## src/rtl/time_keeper.sv

```systemverilog
// 24-hour timekeeping core: 1 Hz prescaler, hh:mm:ss counter and two-button time setting.
// Define TIME_DEBOUNCE_EN to add a per-button debounce filter of DEBOUNCE_CYCLES samples.
module time_keeper #(
    parameter int CLK_FREQ        = 100_000_000,
    parameter int DEBOUNCE_CYCLES = 2_000_000
) (
    input  logic       clk,
    input  logic       rst,
    input  logic       btn_mode,
    input  logic       btn_inc,
    output logic [5:0] hour,
    output logic [5:0] minute,
    output logic [5:0] second,
    output logic [1:0] mode,
    output logic       tick
);

    localparam int              PW       = (CLK_FREQ > 2) ? $clog2(CLK_FREQ) : 1;
    localparam logic [PW-1:0]   PCNT_MAX = PW'(CLK_FREQ - 1);

    localparam logic [1:0] RUN      = 2'd0;
    localparam logic [1:0] SET_HOUR = 2'd1;
    localparam logic [1:0] SET_MIN  = 2'd2;
    localparam logic [1:0] SET_SEC  = 2'd3;

    // Left empty on purpose: marks an unsupported parameter set.
    if (CLK_FREQ < 2 || DEBOUNCE_CYCLES < 1) begin : g_invalid_params
    end

    logic [1:0] mode_sync, inc_sync;
    logic       mode_lvl, inc_lvl;
    logic       mode_prev, inc_prev;
    logic       mode_press, inc_press;

    always_ff @(posedge clk or posedge rst) begin
        if (rst) begin
            mode_sync <= '0;
            inc_sync  <= '0;
        end else begin
            mode_sync <= {mode_sync[0], btn_mode};
            inc_sync  <= {inc_sync[0], btn_inc};
        end
    end

`ifdef TIME_DEBOUNCE_EN
    localparam int            DW      = $clog2(DEBOUNCE_CYCLES + 1);
    localparam logic [DW-1:0] DB_LAST = DW'(DEBOUNCE_CYCLES - 1);

    logic [DW-1:0] mode_cnt, inc_cnt;

    // The counter runs only while the synchronized level differs from the accepted one.
    always_ff @(posedge clk or posedge rst) begin
        if (rst) begin
            mode_cnt <= '0;
            inc_cnt  <= '0;
            mode_lvl <= 1'b0;
            inc_lvl  <= 1'b0;
        end else begin
            if (mode_sync[1] == mode_lvl) begin
                mode_cnt <= '0;
            end else if (mode_cnt == DB_LAST) begin
                mode_lvl <= mode_sync[1];
                mode_cnt <= '0;
            end else begin
                mode_cnt <= mode_cnt + 1'b1;
            end

            if (inc_sync[1] == inc_lvl) begin
                inc_cnt <= '0;
            end else if (inc_cnt == DB_LAST) begin
                inc_lvl <= inc_sync[1];
                inc_cnt <= '0;
            end else begin
                inc_cnt <= inc_cnt + 1'b1;
            end
        end
    end
`else
    assign mode_lvl = mode_sync[1];
    assign inc_lvl  = inc_sync[1];
`endif

    always_ff @(posedge clk or posedge rst) begin
        if (rst) begin
            mode_prev <= 1'b0;
            inc_prev  <= 1'b0;
        end else begin
            mode_prev <= mode_lvl;
            inc_prev  <= inc_lvl;
        end
    end

    assign mode_press = mode_lvl & ~mode_prev;
    assign inc_press  = inc_lvl & ~inc_prev;

    logic [PW-1:0] pcnt, pcnt_nx;
    logic [1:0]    mode_nx;
    logic [5:0]    hour_nx, minute_nx, second_nx;
    logic          tick_nx;

    always_comb begin
        pcnt_nx   = pcnt;
        mode_nx   = mode;
        hour_nx   = hour;
        minute_nx = minute;
        second_nx = second;

        if (mode == RUN) begin
            if (tick) begin
                pcnt_nx = '0;
                if (second == 6'd59) begin
                    second_nx = '0;
                    if (minute == 6'd59) begin
                        minute_nx = '0;
                        hour_nx   = (hour == 6'd23) ? 6'd0 : hour + 6'd1;
                    end else begin
                        minute_nx = minute + 6'd1;
                    end
                end else begin
                    second_nx = second + 6'd1;
                end
            end else begin
                pcnt_nx = pcnt + 1'b1;
            end
        end else begin
            pcnt_nx = '0;
        end

        // Mode change takes priority; a tick already applied above still stands.
        if (mode_press) begin
            mode_nx = mode + 2'd1;
            pcnt_nx = '0;
        end else if (inc_press) begin
            case (mode)
                SET_HOUR: hour_nx   = (hour   == 6'd23) ? 6'd0 : hour + 6'd1;
                SET_MIN:  minute_nx = (minute == 6'd59) ? 6'd0 : minute + 6'd1;
                SET_SEC:  second_nx = (second == 6'd59) ? 6'd0 : second + 6'd1;
                default:  ;
            endcase
        end

        // Registered tick: high in the cycle whose pcnt equals the last count, RUN only.
        tick_nx = (mode_nx == RUN) && (pcnt_nx == PCNT_MAX);
    end

    always_ff @(posedge clk or posedge rst) begin
        if (rst) begin
            pcnt   <= '0;
            mode   <= RUN;
            hour   <= '0;
            minute <= '0;
            second <= '0;
            tick   <= 1'b0;
        end else begin
            pcnt   <= pcnt_nx;
            mode   <= mode_nx;
            hour   <= hour_nx;
            minute <= minute_nx;
            second <= second_nx;
            tick   <= tick_nx;
        end
    end

endmodule
```

## config.mk

```make
export PLATFORM = sky130hd
export DESIGN_NAME = time_keeper
export DESIGN_NICKNAME = d
export VERILOG_FILES = /design/src/rtl/time_keeper.sv
export SDC_FILE = /design/constraint.sdc
export NUM_CORES = 1
export LEC_CHECK = 0
export BUFFER_PORTS_ARGS = -buffer_cell sky130_fd_sc_hd__buf_2
export CAP_MARGIN = 10
export CORE_AREA = 4 4 53 102
export DETAILED_ROUTE_END_ITERATION = 16
export DIE_AREA = 0 0 57 106
export PLACE_DENSITY = 0.8
export SLEW_MARGIN = 20
export SYNTH_ARGS = -nofsm -noshare
export SYNTH_HDL_FRONTEND = slang
export SYNTH_SLANG_ARGS = --single-unit
```

## constraint.sdc

```tcl
create_clock -name clk -period 8.6 [get_ports clk]
set_input_delay 0.86 -clock clk [delete_from_list [all_inputs] [get_ports clk]]
set_output_delay 0.86 -clock clk [all_outputs]
set_load 0.01 [all_outputs]
```

### Yosys cells after proc, flatten, opt, wreduce, memory -nomap -nowiden

Index checks and enable logic that the tools add are counted.
Widths: inputs -> output; s select.

| cells by class | value |
|---|---|
| $add $sub $neg | 5 |
| $lt $le $gt $ge | 0 |
| shift operators | 0 |
| eq/ne operators | 7 |
| reduce and logical (&&, ||, !) cells | 3 |
| divide/modulo/power cells | 0 |
| bitwise gates (word level) | 4 |
| $mul | 0 |
| muxes and demuxes | 25 |

Operators by type and width:

| kind | number |
|---|---|
| $mux 6 | 21 |
| $mux 27 | 3 |
| $add 27x1->27 const B | 1 |
| $eq 27x27->1 const B | 1 |
| $add 6x1->6 const B | 3 |
| $eq 6x6->1 const B | 2 |
| $eq 6x5->1 const B | 1 |
| $eq 2x2->1 const B | 2 |
| $logic_not 2->1 | 2 |
| $add 2x1->2 const B | 1 |
| $and 1x1->1 | 2 |
| $eq 2x1->1 const B | 1 |
| $mux 2 | 1 |
| $not 1->1 | 2 |
| $logic_and 1x1->1 | 1 |

| word-level totals | value |
|---|---|
| bits in read-only memories | 0 |
| word-level logic and storage cells | 54 |
| output and inout bits | 21 |
| bits of input ports | 4 |
| memories | 0 |
| latch bits | 0 |
| bits in writable memories | 0 |
| bits in registers | 54 |

### Depth between registers and ports, before layout

Gate-level depths: netlist of the first run.

| depth | value |
|---|---|
| depth after elaboration | 9 |
| mapped depth | 8 |
| mapped depth without buffers | 7 |

### Worst setup path before layout of the first run

No wires, ideal clock.

| timing path | value |
|---|---|
| path type | reg-to-reg |
| start point | register mode[0] |
| end point | register tick |
| path slack | 5.828 ns |
| data required time | 8.504 ns |
| library setup time | 0.096 ns |
| arrival time | 2.677 ns |
| stages on the path, launching flop included | 8 |
| clock period less this slack | 2.772 ns |
| buffers on the path | 0 |
| path through | dfrtp_1 inv_1 ha_1 or3b_2 or4_1 a2111oi_0 or4b_1 nor4_2 |

| between the ends | value |
|---|---|
| word-level cells in the longest chain between the ends | 5 |
| elaborated cells between the ends (all ways) | 8 |
| those cells by class | add/sub: 1; eq/ne: 1; mux: 3; reduce/logical: 3 |

Ends and longest elaborated chain:

| item | line | RTL |
|---|---|---|
| start, declared | 14 | `output logic [1:0] mode,` |
| start signal, assigned | 156 | `mode <= mode_nx;` |
| $logic_not 2->1 | 108 | `if (mode == RUN) begin` |
| $mux 27 | 108 |  |
| $mux 27 | 130 | `if (mode_press) begin` |
| $eq 27x27->1 | 143 | `tick_nx = (mode_nx == RUN) && (pcnt_nx == PCNT_MAX);` |
| $logic_and 1x1->1 * | 143 |  |
| via tick_nx | 99 | `logic tick_nx;` |
| end signal, assigned | 160 | `tick <= tick_nx;` |
| end, declared | 15 | `output logic tick` |

Mark *: on every way through the listed nets, which the timed path passes. The rest lies on a longest branch.

### Worst setup path after layout of the first run

Ends and elaborated chain as after synthesis.

==> flow_summary.json, run 1 <==
{
  "status": "complete, no violations",
  "syn_area_um2": 2790,
  "crit_path_max_fanout": 32,
  "drcViolationCount": 0,
  "fin_crit_sh_pct": 38.1,
  "fp.dieW_um": 57,
  "relSlewSlack_pct": 39.4,
  "cap_violations": 0,
  "min_from": "inc_sync[0]",
  "drive_gt1_share_pct": 14.6,
  "syn2layout_area_growth_pct": 8.88,
  "synth_nets": 295,
  "criticalPathCategory": "register to register",
  "finalHoldViolCount": 0,
  "fp.coreArea_um2": 4640,
  "post-route-util_pct": 65.4,
  "root_buffer": "clkbuf_8",
  "cts_resized": 0,
  "synth_edf_count": 0,
  "startpoint": "mode[0]",
  "overflow": 0,
  "fin_cells": 363,
  "grt_setup_unrepaired": "no",
  "finClkSkew_ns": 0.00684,
  "critPathArrivalTime_ns": 3.50,
  "antenna_cells": 0,
  "cts_buffers": 5,
  "fin_area_um2": 3040,
  "fin_tns_setup_ns": 0,
  "rr_startpoint": "mode[0]",
  "ir_worst_vdd_uv": 140,
  "initial_core_util_pct": 60.1,
  "cp-end-kind": "register",
  "dr.pass1.iters": 4,
  "cts_setup_buffers": 0,
  "finalSetupViolations": 0,
  "place.detailed.hpwl_um": 4220,
  "cts_tree": "built",
  "viasPerCell": 6.04,
  "dieArea_um2": 6040,
  "avgSynthCellArea_um2": 9.86,
  "dp.cells": 355,
  "grt_pass1_vias": 2247,
  "htreeDepth": 2,
  "worst_pin_slew_ns": 0.907,
  "grtUsageTotal_pct": 20.9,
  "routedWlPerCell_um": 16.0,
  "clockBufferDepth": 2,
  "drtAntennaViolNets": 0,
  "placed_area_um2": 2940,
  "die_h_um": 106,
  "clk_pin_slew_ns": 0.10,
  "synth_flop_cell": "dfrtp_1",
  "grt_max_degree": 55,
  "p_leak_nw": 1.27,
  "slew_violations": 0,
  "netlist_instances": 283,
  "antenna_found_initial": 0,
  "place.gp.congestion": 0.827,
  "worst_hold_path_type": "register to register",
  "wirelength_um": 5810,
  "max_freq_mhz": 305,
  "cp-start-kind": "register",
  "ys_types": 44,
  "synth_top_area_share_pct": 48.4,
  "row_count": 35,
  "yosys.area.top_type": "dfrtp_1",
  "drtIter0Drc": 102,
  "port_buffers": 24,
  "ys_seq_area_share_pct": 48.4,
  "grt_pass1_wl_um": 10100,
  "cts.sinks": 54,
  "clkLatencyLatePin_ns": 0.31,
  "finalNetCount": 319,
  "critPathRequiredTime_ns": 8.82,
  "min_period_ns": 3.28,
  "synthTopCellsByArea": "dfrtp_1 (48%), nor2_1 (4.8%), xnor2_1 (4.4%)",
  "synth_seq_cells": 54,
  "p_total_w": 0.000623,
  "postCtsHoldBufs": 0,
  "p_per_area_nw_per_um2": 205,
  "yosys_warnings": 0,
  "vias": 2193,
  "synthArstFlopShare_pct": 100,
  "ios": 25
}
==> area by class of cell <==
class | count | area, um2
clock buffer | 5 | 68.8
clock inverter | 3 | 25.0
fill | 397 | 1600
inverter | 8 | 31.3
multi-input combinational | 214 | 1370
sequential | 54 | 1350
tap | 55 | 68.8
timing repair buffer | 24 | 120
==> synthesized netlist by cell type (3+ instances only) <==
cell	instances
dfrtp_1	54
nor2_1	36
nand2_1	22
nand3_1	15
o21ai_0	15
xnor2_1	14
xor2_1	12
nand4_1	10
ha_1	8
inv_1	8
nor3_1	6
a21oi_1	5
nor3b_1	5
nor4_1	5
a21o_1	4
and3_1	4
clkbuf_1	4
mux2_2	4
nand4b_1	4
nor2b_1	4
o31ai_1	4
or4_1	4
and2_1	3
and4_1	3
o2111ai_1	3
or2_2	3
or3_1	3
==> worst paths after layout <==
check	end	slack (ns)	depth (start not counted)
setup / recovery	tick	5.32	7
hold / removal	inc_sync[1]	0.37	0
setup reg to reg	tick	5.32	7
hold reg to reg	inc_sync[1]	0.37	0
max in group asynchronous	pcnt[10]	7.36	2
min in group asynchronous	pcnt[16]	0.69	2
==> cell usage in the layout, fill, tap and decap left out, types with 2 or more instances in the layout <==
master and n:
inv_1 7, nor3_1 6, nor4_1 5, xnor2_1 14, nand3_1 15, o31ai_1 4, dfrtp_1 54, o2111ai_1 3
a22o_1 2, and3_1 4, or4_1 4, clkbuf_8 5, or3_1 3, mux2_2 4, nand4_1 10, nor3b_1 5
nor2b_1 4, ha_1 8, nor2_1 36, nand2_1 22, a211o_1 2, and2_1 3, nand4b_1 4, o21ai_0 15
a31oi_1 2, xor2_1 12, a21oi_1 5, and4_1 3, or2_2 3, a21o_1 4, buf_2 24
==> where the power goes <==
group	internal (W)	leakage, nW	total [W]	switching, W
clock network	0.0000590	0.0447	0.000150	0.0000905
logic	0.0000596	0.498	0.000145	0.0000856
registers	0.000285	0.724	0.000328	0.0000426
total	0.000404	1.27	0.000623	0.000219
==> per-stage QoR <==
stage / hold slack [ns] / setup slack, ns
CTS: 0.370 / 5.33
global placement: 0.343 / 5.50
floorplan: 0.331 / 5.83
finish: 0.369 / 5.32
detailed placement: 0.346 / 5.37
global route: 0.387 / 5.08
==> critical path, cell delays in order, from the launching register on <==
cell,delay [ns]
dfrtp_1,0.43
inv_1,0.14
ha_1,0.18
or3b_2,0.74
or4_1,0.61
a2111oi_0,0.36
or4b_1,0.49
nor4_2,0.24
==> cell families after synthesis <==
| group | Yosys count | share of synthesized area [%] |
|---|---|---|
| DFF | 54 | 48.4 |
| adders and majority gates | 8 | 3.59 |
| buffers and inverters | 15 | 2.38 |
| AOI/OAI and AO/OA | 42 | 10.0 |
| muxes | 4 | 1.61 |
| xor gates and xnor gates | 26 | 8.16 |
| and+or+nand+nor | 134 | 25.8 |
==> routing by layer <==
layer / track usage, % / wire length [um] / up-vias
met2: 37.8 / 3220 / 60
met3: 2.92 / 213 / 18
li1: - / - / 1058
met1: 22.1 / 2170 / 1057
met5: 0 / 0 / -
met4: 12.3 / 204 / 0
==> sequential cells by signal, indices dropped and copies added, names as in the netlist <==
register / flops
tick: 1
mode: 2
inc_sync: 2
inc_prev: 1
mode_sync: 2
second: 6
pcnt: 27
minute: 6
hour: 6
mode_prev: 1
No activity file was read; power rests on OpenSTA's default activity.
==> run 2: changes to the inputs <==
- CORE_AREA: 4 4 53 102 -> 4 4 54 105
- DIE_AREA: 0 0 57 106 -> 0 0 58 109
- PLACE_DENSITY: 0.8 -> 0.77
- clock period: 8.6 -> 3.3 ns (I/O delays scaled with it)
==> run 2 against run 1 <==
First-iteration DRC count up 39%. Core utilization is 2.3 points lower. Clock power rose to 2.7 times the previous value. Via count increased by 1.1%. Critical path depth unchanged. Setup slack worse by 4.9 ns. Fmax is 15% higher. Final area increased by 1.2%. Sequential power increased to 2.6 times the previous value. Sequential cell count unchanged. Sequential share of layout area fell by 0.51 points.
==> flow_summary.json, run 2 (synthesis results as in run 1) <==
{
  "cts_buffers": 5,
  "final_common_cell": "dfrtp_1",
  "drcViolationCount": 0,
  "grt_pass1_vias": 2228,
  "port_buffers": 24,
  "cp-start-kind": "register",
  "syn2layout_area_growth_pct": 10.1,
  "min_period_ns": 2.86,
  "cap_violations": 0,
  "slew_violations": 0,
  "drive_gt1_share_pct": 15.4,
  "max_freq_mhz": 349,
  "finalSetupViolations": 0,
  "p_total_w": 0.00165,
  "critPathRequiredTime_ns": 3.52,
  "ios": 25,
  "cts_setup_buffers": 0,
  "die_h_um": 109,
  "finClkSkew_ns": 0.0114,
  "finalNetCount": 322,
  "post-route-util_pct": 63.2,
  "clockBufferDepth": 2,
  "antenna_found_initial": 0,
  "finalHoldViolCount": 0,
  "grtUsageTotal_pct": 20.3,
  "drtAntennaViolNets": 0,
  "rr_startpoint": "mode[0]",
  "fp.dieW_um": 58,
  "criticalPathCategory": "register to register",
  "grt_pass1_wl_um": 9940,
  "regMostFlops": "pcnt",
  "p_leak_nw": 1.29,
  "cts_tree": "built",
  "grt_max_degree": 39,
  "crit_end": "tick",
  "clkLatencyLatePin_ns": 0.31,
  "antenna_cells": 0,
  "p_per_area_nw_per_um2": 536,
  "critPathArrivalTime_ns": 3.09,
  "grt_setup_unrepaired": "no",
  "fp.coreArea_um2": 4860,
  "routedWlPerCell_um": 15.8,
  "worst_hold_path_type": "primary input to register",
  "relSlewSlack_pct": 48.8,
  "initial_core_util_pct": 57.4,
  "r2r_slack_ns": 0.44,
  "fin_crit_sh_pct": 86.8,
  "cts.sinks": 54,
  "fin_tns_setup_ns": 0,
  "drtIter0Drc": 142,
  "crit_path_max_fanout": 5,
  "status": "complete, no violations",
  "postCtsHoldBufs": 0,
  "ir_worst_vdd_uv": 388,
  "place.gp.congestion": 0.824,
  "htreeDepth": 2,
  "reg2reg_depth": 7,
  "cts_resized": 0,
  "startpoint": "mode[0]",
  "dieArea_um2": 6320,
  "viasPerCell": 6.03,
  "worst_pin_slew_ns": 0.766,
  "largest_register_ffs": 27,
  "row_count": 36,
  "nFillCells": 419,
  "wirelength_um": 5830,
  "r2r_end": "tick",
  "clk_pin_slew_ns": 0.10,
  "dr.pass1.iters": 4,
  "final_cell_mix": "dfrtp_1 (54), nor2_1 (36), buf_2 (24)",
  "cp-end-kind": "register",
  "vias": 2218,
  "overflow": 0,
  "root_buffer": "clkbuf_8",
  "place.detailed.hpwl_um": 4330
}
-- run 2: worst max-delay path, stage by stage (launching register included) --
cell and delay (ns):
dfrtp_1 0.43, inv_1 0.13, ha_1 0.16, or3b_2 0.45
or4_1 0.52, a2111oi_0 0.35, or4b_1 0.49, nor4_2 0.24
-- run 2: through the flow --
stage	area (um2)	hold WS, ns	setup WS, ns	instances
floorplan	2790	0.331	0.528	283
global placement	2970	0.354	0.551	360
detailed placement	2970	0.340	0.440	360
CTS	3070	0.0963	0.434	368
global route	3070	0.0990	0.291	368
finish	3070	0.117	0.436	368
-- run 2: worst min-delay path by stage --
| stage | startpoint | end | slack (ns) | depth (start not counted) |
|---|---|---|---|---|
| after global routing | btn_inc | inc_sync[0] | 0.1 | 1 |
| final | btn_mode | mode_sync[0] | 0.12 | 1 |
| after detailed placement | inc_sync[0] | inc_sync[1] | 0.34 | 0 |
| after floorplan | inc_sync[0] | inc_sync[1] | 0.33 | 0 |
| after CTS | btn_inc | inc_sync[0] | 0.1 | 1 |
| after global placement | inc_sync[0] | inc_sync[1] | 0.35 | 0 |
-- run 2: power breakdown --
part	total, W	switching (W)	leakage [nW]	internal, W
Clock	0.000410	0.000217	0.0544	0.000193
Combinational	0.000385	0.000223	0.513	0.000162
Sequential	0.000853	0.000110	0.724	0.000744
-- run 2: per-layer routing --
layer,track usage [%],routed length [um],share of wire (%),vias to the layer above
li1,-,-,-,1068
met2,37.8,3270,56,58
met3,4.03,204,3.5,22
met4,10.3,215,3.7,0
met5,0,0,0,-
met1,20.7,2140,37,1070
-- run 2: final cells by class --
type | count | area [um2] | area share [%]
Inverter | 8 | 30.0 | 0.977
Multi-Input combinational cell | 214 | 1370 | 44.7
Clock inverter | 1 | 8.76 | 0.285
Sequential cell | 54 | 1350 | 44.0
Timing Repair Buffer | 27 | 143 | 4.64
Tap cell | 57 | 71.3 | 2.32
Clock buffer | 7 | 96.3 | 3.14
==> run 3: changes to the inputs <==
- ABC_AREA: default -> 1
- CORE_AREA: 4 4 54 105 -> 4 4 56 108
- DIE_AREA: 0 0 58 109 -> 0 0 60 112
- PLACE_DENSITY: 0.77 -> 0.78
- REMOVE_ABC_BUFFERS: default -> 1
==> run 3 against run 2 <==
Clock power increased by 7.1%. Setup slack improved by 0.65 ns. Core utilization is 1.4 points higher. Global-route usage increased by 2.8 points. Count of clock-buffer cells in the layout stayed put. Final cell count is 40% higher. Critical path depth is 7 higher. Sequential cell count did not move. Largest cell class unchanged. Largest power group unchanged.
==> flow_summary.json, run 3 <==
{
  "wirelength_um": 7010,
  "worst_pin_slew_ns": 0.527,
  "dieArea_um2": 6720,
  "synthArstFlopShare_pct": 100,
  "slew_violations": 0,
  "regMostFlops": "pcnt",
  "synth_edf_count": 0,
  "ys_seq_area_share_pct": 44.2,
  "grt_setup_unrepaired": "no",
  "antenna_found_initial": 0,
  "yosys_warnings": 0,
  "cp-end-kind": "register",
  "antenna_cells": 0,
  "fp.dieW_um": 60,
  "cts_buffers": 5,
  "crit_chain": "inv_1, ha_1, inv_1, nor2_2, nand2_2, inv_2, nand2_1, nor2_1, nand2_1, nor2_1, nand3_1, nor2_1, nand3_1, nor2_1",
  "netlist_instances": 425,
  "ir_worst_vdd_uv": 417,
  "finClkSkew_ns": 0.00937,
  "place.detailed.hpwl_um": 5630,
  "largest_register_ffs": 27,
  "syn_area_um2": 3060,
  "cts_setup_buffers": 0,
  "critPathRequiredTime_ns": 3.54,
  "vias": 2701,
  "postCtsHoldBufs": 0,
  "place.gp.congestion": 0.967,
  "finalNetCount": 467,
  "ys_types": 30,
  "grt_pass1_wl_um": 11800,
  "fin_area_um2": 3350,
  "initial_core_util_pct": 59.0,
  "routedWlPerCell_um": 13.6,
  "port_buffers": 24,
  "finalSetupViolations": 0,
  "p_clk_share_pct": 26.3,
  "synth_commonest_cells": "nand2_1 (124), inv_1 (73), nor2_1 (60)",
  "grtUsageTotal_pct": 23.2,
  "htreeDepth": 2,
  "max_freq_mhz": 451,
  "ios": 25,
  "crit_top_cell": "nor2_1",
  "synthTopCellsByArea": "dfrtp_1 (44%), nand2_1 (15%), inv_1 (9.0%)",
  "cp-start-kind": "register",
  "comb_power_share_pct": 24.8,
  "viasPerCell": 5.25,
  "synth_seq_cells": 54,
  "synth_top_area_share_pct": 44.2,
  "yosys.area.top_type": "dfrtp_1",
  "drive_gt1_share_pct": 12.1,
  "internal-power_w": 0.00111,
  "overflow": 0,
  "pre_cts_ws_ns": 1.12,
  "worst_hold_path_type": "primary input to asynchronous set/reset pin",
  "min_period_ns": 2.22,
  "clkLatencyLatePin_ns": 0.31,
  "final_cell_mix": "nand2_1 (124), inv_1 (72), nor2_1 (60)",
  "criticalPathCategory": "register to register",
  "p_per_area_nw_per_um2": 498,
  "synth_flop_cell": "dfrtp_1",
  "critPathArrivalTime_ns": 2.46,
  "drtIter0Drc": 137,
  "fin_tns_setup_ns": 0,
  "p_sw_w": 0.000563,
  "relSlewSlack_pct": 64.8,
  "grt_max_degree": 31,
  "clockBufferDepth": 2,
  "timing.final.ws_setup_ns": 1.08,
  "cts.sinks": 54,
  "drtAntennaViolNets": 0,
  "grt_pass1_vias": 2731,
  "dr.pass1.iters": 4,
  "critPathSlowestCell": "dfrtp_1",
  "swShare_pct": 33.7,
  "p_seq_share_pct": 48.9,
  "finalHoldViolCount": 0,
  "cts_resized": 0,
  "yosysMostFrequentCell": "nand2_1",
  "fin_crit_sh_pct": 67.2,
  "status": "complete, no violations",
  "placed_area_um2": 3240,
  "slowest_delay_ns": 0.43,
  "p_total_w": 0.00167,
  "syn2layout_area_growth_pct": 9.49,
  "clk_pin_slew_ns": 0.09,
  "p_leak_nw": 1.68,
  "cap_violations": 0,
  "root_buffer": "clkbuf_8",
  "fp.coreArea_um2": 5180,
  "cts_tree": "built",
  "die_h_um": 112,
  "row_count": 37,
  "drcViolationCount": 0,
  "final_common_cell": "nand2_1",
  "crit_path_max_fanout": 22,
  "avgSynthCellArea_um2": 7.20
}
-- run 3: metrics by stage --
| step | hold WS (ns) | cells | util (%) |
|---|---|---|---|
| floorplan | 0.331 | 423 | - |
| global placement | 0.331 | 506 | 62.5 |
| detailed placement | 0.341 | 506 | 62.5 |
| CTS | 0.0552 | 514 | 64.6 |
| global route | 0.0775 | 514 | 64.6 |
| finish | 0.0455 | 514 | 64.6 |
-- run 3: area by class of cell --
class                   instances  area, um2
clock buffers                   7       76.3
clock inverters                 1       30.0
multi-input cells             293       1410
flip-flops and latches         54       1350
inverters                      76        285
well taps                      58       72.6
fillers                       497       1840
repair buffers                 25        128
-- run 3: path summary, 6_finish.rpt --
check	startpoint	endpoint	slack, ns	cells past startpoint
setup / recovery	mode[0]	tick	1.08	14
hold / removal	rst	pcnt[25]	0.05	2
setup reg to reg	mode[0]	tick	1.08	14
hold reg to reg	inc_sync[0]	inc_sync[1]	0.36	0
max in group asynchronous	rst	pcnt[3]	2.47	3
min in group clk	btn_inc	inc_sync[0]	0.12	1
-- run 3: power groups by stage --
stage | logic [W] | clock network (W) | registers [W]
5_1_grt | 0.000481 | 0.000475 | 0.000827
2_1_floorplan | 0.000255 | 0 | 0.000845
3_3_place_gp | 0.000411 | 0 | 0.000822
6_report | 0.000413 | 0.000439 | 0.000816
3_5_place_dp | 0.000421 | 0 | 0.000830
4_1_cts | 0.000422 | 0.000449 | 0.000817
-- run 3: critical path, delay by kind of cell, from the launching register on --
family	cells	cell delay (ns)
adder cells (fa/ha/maj)	1	0.18
buffers and inverters	3	0.50
flip-flops	1	0.43
AND/OR/NAND/NOR	10	1.02
-- run 3: routing by layer --
| metal | track usage, % | share of wire (%) |
|---|---|---|
| met5 | 0 | 0 |
| met4 | 17.9 | 8.1 |
| met3 | 3.25 | 3.8 |
| met2 | 41.0 | 56 |
| met1 | 22.3 | 33 |
-- run 3: logic make-up after synthesis --
logic type / synth area share, %
buffers and inverters: 9.86
DFF: 44.2
AOI/OAI and AO/OA: 5.56
xor gates and xnor gates: 1.43
and+or+nand+nor: 35.7
adders and majority gates: 3.27
